## src/rtl/fwd_hazard_unit.sv

```systemverilog
// Forwarding-select and load-use stall controller for the 5-stage MIPS pipeline.
// Tracks EX/MEM destination records and emits registered ALU-operand mux selects.
module fwd_hazard_unit #(
  parameter int unsigned REG_W = 5,
  parameter int unsigned CNT_W = 16
) (
  input  logic             clk,
  input  logic             rst,
  input  logic             id_valid,
  input  logic [REG_W-1:0] id_rs,
  input  logic [REG_W-1:0] id_rt,
  input  logic             id_uses_rs,
  input  logic             id_uses_rt,
  input  logic [REG_W-1:0] id_dest,
  input  logic             id_regwrite,
  input  logic             id_memread,
  input  logic             flush,
  output logic [1:0]       fwd_a_sel,
  output logic [1:0]       fwd_b_sel,
  output logic             stall,
  output logic [CNT_W-1:0] stall_count
);

  localparam logic [1:0] SelRf  = 2'b00;
  localparam logic [1:0] SelMem = 2'b01;
  localparam logic [1:0] SelWb  = 2'b10;

  // WB producers are covered by the write-before-read register file, so only
  // the EX and MEM records feed the forwarding decision.
  logic             ex_valid_q, ex_valid_d;
  logic [REG_W-1:0] ex_dest_q, ex_dest_d;
  logic             ex_regwrite_q, ex_regwrite_d;
  logic             ex_memread_q, ex_memread_d;
  logic             mem_valid_q, mem_valid_d;
  logic [REG_W-1:0] mem_dest_q, mem_dest_d;
  logic             mem_regwrite_q, mem_regwrite_d;
  logic [1:0]       fwd_a_sel_q, fwd_a_sel_d;
  logic [1:0]       fwd_b_sel_q, fwd_b_sel_d;
  logic [CNT_W-1:0] stall_count_q, stall_count_d;

  logic ex_load_hit;
  logic issue;

  function automatic logic is_producer(input logic v, input logic rw,
                                       input logic [REG_W-1:0] dest,
                                       input logic [REG_W-1:0] r);
    return v & rw & (dest == r) & (dest != '0);
  endfunction

  function automatic logic [1:0] pick_sel(input logic uses, input logic [REG_W-1:0] r,
                                          input logic exv, input logic exrw,
                                          input logic [REG_W-1:0] exd,
                                          input logic memv, input logic memrw,
                                          input logic [REG_W-1:0] memd);
    if (!uses) return SelRf;
    // The EX instruction is the younger writer and will sit in MEM next cycle.
    if (is_producer(exv, exrw, exd, r)) return SelMem;
    if (is_producer(memv, memrw, memd, r)) return SelWb;
    return SelRf;
  endfunction

  always_comb begin
    ex_load_hit = ex_valid_q & ex_memread_q & ex_regwrite_q & (ex_dest_q != '0);
    stall = ~rst & id_valid & ~flush & ex_load_hit &
            ((id_uses_rs & (id_rs == ex_dest_q)) | (id_uses_rt & (id_rt == ex_dest_q)));
    issue = id_valid & ~flush & ~stall;

    ex_valid_d    = issue;
    ex_dest_d     = id_dest;
    ex_regwrite_d = id_regwrite;
    ex_memread_d  = id_memread;

    mem_valid_d    = ex_valid_q;
    mem_dest_d     = ex_dest_q;
    mem_regwrite_d = ex_regwrite_q;

    fwd_a_sel_d = SelRf;
    fwd_b_sel_d = SelRf;
    if (issue) begin
      fwd_a_sel_d = pick_sel(id_uses_rs, id_rs, ex_valid_q, ex_regwrite_q, ex_dest_q,
                             mem_valid_q, mem_regwrite_q, mem_dest_q);
      fwd_b_sel_d = pick_sel(id_uses_rt, id_rt, ex_valid_q, ex_regwrite_q, ex_dest_q,
                             mem_valid_q, mem_regwrite_q, mem_dest_q);
    end

    stall_count_d = stall_count_q;
    if (stall && (stall_count_q != '1)) begin
      stall_count_d = stall_count_q + CNT_W'(1);
    end
  end

  always_ff @(posedge clk) begin
    if (rst) begin
      ex_valid_q     <= 1'b0;
      ex_dest_q      <= '0;
      ex_regwrite_q  <= 1'b0;
      ex_memread_q   <= 1'b0;
      mem_valid_q    <= 1'b0;
      mem_dest_q     <= '0;
      mem_regwrite_q <= 1'b0;
      fwd_a_sel_q    <= SelRf;
      fwd_b_sel_q    <= SelRf;
      stall_count_q  <= '0;
    end else begin
      ex_valid_q     <= ex_valid_d;
      ex_dest_q      <= ex_dest_d;
      ex_regwrite_q  <= ex_regwrite_d;
      ex_memread_q   <= ex_memread_d;
      mem_valid_q    <= mem_valid_d;
      mem_dest_q     <= mem_dest_d;
      mem_regwrite_q <= mem_regwrite_d;
      fwd_a_sel_q    <= fwd_a_sel_d;
      fwd_b_sel_q    <= fwd_b_sel_d;
      stall_count_q  <= stall_count_d;
    end
  end

  assign fwd_a_sel   = fwd_a_sel_q;
  assign fwd_b_sel   = fwd_b_sel_q;
  assign stall_count = stall_count_q;

endmodule

```

## config.mk

```make
export PLATFORM = sky130hd
export DESIGN_NAME = fwd_hazard_unit
export DESIGN_NICKNAME = d
export VERILOG_FILES = /design/src/rtl/fwd_hazard_unit.sv
export SDC_FILE = /design/constraint.sdc
export NUM_CORES = 1
export LEC_CHECK = 0
export CELL_PAD_IN_SITES_DETAIL_PLACEMENT = 0
export CELL_PAD_IN_SITES_GLOBAL_PLACEMENT = 1
export CORE_MARGIN = 2
export CORE_UTILIZATION = 38
export CTS_BUF_LIST = sky130_fd_sc_hd__clkbuf_4
export DETAILED_ROUTE_END_ITERATION = 16
export PLACE_DENSITY_LB_ADDON = 0.1
export SLEW_MARGIN = 25
export SYNTH_ARGS = -nofsm -noshare
export SYNTH_HDL_FRONTEND = slang
export SYNTH_SLANG_ARGS = --single-unit
export TNS_END_PERCENT = 1
```

## constraint.sdc

```tcl
create_clock -name clk -period 2.7 [get_ports clk]
set_input_delay 0.81 -clock clk [delete_from_list [all_inputs] [get_ports clk]]
set_output_delay 0.81 -clock clk [all_outputs]
set_load 0.01 [all_outputs]
```

# Word level (Yosys, flattened, before mapping)
# Cells that the tools add are included.
[totals] ff_bits=35 elab_cells=78 inputBits=23 out_inout_bits=21
[classes] bitwise_logic=26 n_eq_ne=7 reduce_logical=4 addsub=1 n_mux=30
[ops] op="5-bit equality test" count=6
[ops] op="2-bit 2-to-1 mux" count=12
[ops] op="1-bit AND" count=21
[ops] op="1-bit 2-to-1 mux" count=18
[ops] op="16-bit by 1-bit adder with 16-bit output, second input constant" count=1
[ops] op="16-bit != test, second input constant" count=1
[ops] op="5-bit nonzero test" count=2
[ops] op="1-bit NOT" count=4
[ops] op="2-bit OR reduction" count=1
[ops] op="1-bit logical AND" count=1
[ops] op="1-bit bitwise OR" count=1

# Logic depth before layout (Yosys ltp)
[depth] word_depth=16 depth_mapped=6 ltp_nobuf=6

# Least setup slack after synthesis
# OpenSTA, ideal clock, no wires.
[synth_timing] path_type="input to output" startpoint="in id_rs[3]" endpoint="out stall" t_arrival_ns=1.894 path_buffers=1 stages=5 setup_slack_ns=-0.004 required_time_ns=1.890 path_cell_list="xor2_1 -> nor3_1 -> nand3_1 -> clkbuf_1 -> a21oi_1"
[synth_via] elab_chain_len=4
[synth_rtl] element="start, declared" line_no="10" text="input logic [REG_W-1:0] id_rs,"
[synth_rtl] element="5-bit equality test" line_no="65" text="((id_uses_rs & (id_rs == ex_dest_q)) | (id_uses_rt & (id_rt == ex_dest_q)));"
[synth_rtl] element="1-bit AND" line_no="65"
[synth_rtl] element="1-bit bitwise OR" line_no="65"
[synth_rtl] element="1-bit AND" line_no="64" text="stall = ~rst & id_valid & ~flush & ex_load_hit &"
[synth_rtl] element="end, declared" line_no="20" text="output logic stall,"
# No other way between the ends.

# Worst setup path in the final report
[layout_timing] startpoint="in id_rs[0]" endpoint="out stall"
# The elaborated chain is that of the path after synthesis.

==> out/qor.csv <==
metric,value,unit
status,finished clean,
IO buf count,43,
Final Wtd Congestion,0.781,
GRT Total Usage,18.1,%
final hold violations,0,
clk root buf,clkbuf_4,
post-route ant nets,0,
IO Pins,44,
vias in the first global route,1604,
Netlist Area Pre-Place,1810,sq um
Slew headroom,63.2,%
CTS tree,yes,
worst setup path category,in -> out,
largest net degree at the start of global routing,45,
Peak Freq,380,MHz
slowest cell delay on critical path,0.26,ns
Core ar.,4660,sq um
stages on the worst setup path,6,
P_leak,1.00,nW
setup tns final,0,ns
"delay-heaviest family, CP",buffers and inverters,
post-synthesis simple-gate area fraction,28.8,%
"Setup violations, final",0,
synth top area cells,"dfxtp_1 39%, nor2b_1 9.3%, xor2_1 8.7%",
Worst Path Max Fanout,2,
initial drt markers,78,
# rows,25,
largest family of logic cells by synthesized area,simple AND/OR/NAND/NOR gates,
Cells after Synth,199,
first-pass GRT wire length,7470,um
clk slew on worst S/H paths,0.11,ns
synth warn,0,
"commonest non-fill, non-tap cell in the layout",dfxtp_1,
"commonest cells after routing, fill and taps aside","34 x dfxtp_1, 29 x clkdlybuf4s50_1, 27 x nor2b_1, 26 x buf_4",
drt drc,0,
most common flop cell mapped by yosys,dfxtp_1,
Max-Cap Viols,0,
drt first pass iters,4,
Skew-Pair Late Insertion Delay,0.34,ns
Min-Delay Path Depth,2,
Design Power,1.02,mW
Synth area leader,dfxtp_1,
post-synthesis mux area share,9.24,%
sequential area share after synthesis,38.6,%
VDD IR max,0.222,mV
Die ar.,5340,sq um
ratio of cells with drive above 1 in the final layout,23.0,%
worst path required time,1.89,ns
CTS Hold Bufs,0,
xor/xnor share of the synthesized area,9.66,%
Startpoint Class,primary input,
CTS Sinks,35,
Yosys reg bits,35,
htree depth,2,
DR WL/cell,13.6,um
Synthesized Nets,223,
min Tclk post-route,2.63,ns
drt total wl,4380,um
Post-synth EDFFs,0,
height of the die,73.1,um
compound-cell area share of the yosys netlist,10.9,%
DR vias/cell,5.10,
HPWL Detailed,3270,um
share of the synthesized area in the top cell type,38.6,%
RSZ-0062 raised after global routing,no,
WP buf/inv,2,
P per Cell Area,402,nW/um^2
HP Class,reg -> reg,
Post-synth ARST share,0,%
n_diodes,0,
CP Capture Type,primary output,
Initial Util,38.9,%
Final Net Count,292,
Avg Inst Size Synth,9.12,sq um
WHS,0.495,ns
WP data arrival,1.82,ns
CP cell instances,"dlygate4sd2_1, xor2_1, nor2_2, nand3_2, a21oi_2, buf_2",
"Distinct cells, synth",37,
slowest CP cell,dlygate4sd2_1,
worst slew pin tran,0.538,ns
adder-cell area share of the yosys netlist,0.690,%
pins over their slew limit,0,
die extent in x,73.1,um
Max Buffers Root-to-Sink,2,
via count,1647,
R2R depth,8,
"Period Utilization, post-route",97.4,%
Inserted Clock Buffers,5,
Clock Skew,0.0112,ns
Overflow after GRT,0,
initial antenna violation count,0,
area delta synth->final,40.5,%
==> per-layer routing <==
metal | vias to the layer above | share of wire (%) | track usage [%]
li1 | 847 | - | -
met1 | 751 | 51 | 25.5
met2 | 43 | 43 | 27.2
met3 | 6 | 5.2 | 4.28
met4 | 0 | 1.3 | 5.56
met5 | - | 0 | 0
==> cells in the mapped netlist, types with 4 or more instances <==
cell type / instances
dfxtp_1: 35
xor2_1: 18
a21oi_1: 4
nor4_1: 5
a2111oi_0: 6
nor2_1: 20
nand3_1: 5
clkbuf_1: 6
nand4_1: 5
nand2_1: 14
a211oi_1: 6
nor2b_1: 27
mux2_2: 9
or4_1: 4
mux2_1: 5
==> power by group <==
group | internal, mW | switching, mW
registers | 0.526 | 0.0112
clock network | 0.190 | 0.181
logic | 0.0640 | 0.0506
total | 0.781 | 0.243
==> area by class of cell <==
type / count / area (sq um)
Clock buffer: 5 / 37.5
Clock inverter: 3 / 38.8
Fill cell: 445 / 2110
Inverter: 3 / 11.3
Multi-Input combinational cell: 154 / 1100
Sequential cell: 35 / 702
Tap cell: 54 / 67.6
Timing Repair Buffer: 69 / 587
==> per-stage QoR <==
stage                     worst slack (ns)  cells  instance area (sq um)  utilization (%)
after CTS                          0.00109    323                   2550             54.8
after global routing                0.0119    323                   2550             54.7
after floorplan                     0.0225    199                   1820                -
after detailed placement            -0.696    311                   2460             52.7
after global placement              -0.727    311                   2460             52.7
final                               0.0693    323                   2550             54.7
==> logic make-up after synthesis <==
family	after synthesis
AOI/OAI and AO/OA	25
xor gates and xnor gates	20
adders and majority gates	1
buffers and inverters	10
DFF	35
muxes	15
and+or+nand+nor	93
==> worst paths after layout <==
kind / startpoint / to / slack [ns]
max: id_rs[0] / stall / 0.07
min: mem_valid_q / fwd_b_sel[1] / 0.50
max reg2reg: ex_dest_q[4] / stall_count[14] / 0.38
min reg2reg: mem_valid_q / fwd_b_sel[1] / 0.50
==> registers in the layout, summed over array words and instances (netlist names), 2 cells and up <==
name         cells
ex_dest_q        5
fwd_a_sel        2
fwd_b_sel        2
mem_dest_q       5
stall_count     16
==> worst reg2reg max path, stage by stage (launching register included) <==
cell       delay, ns
dfxtp_1         0.46
or4_4           0.17
o2111a_1        0.20
nand2_1         0.09
buf_4           0.14
buf_4           0.12
buf_4           0.14
a2111oi_0       0.52
mux2_2          0.39
==> timing repair <==
item                                    in CTS  in global routing
endpoints found under the setup margin       2                  1
setup buffers                                4                  0
pin swaps                                    8                  5
cloned                                       0                  0
gates resized for setup                     26                 10
(Power assumes the default switching activity.)
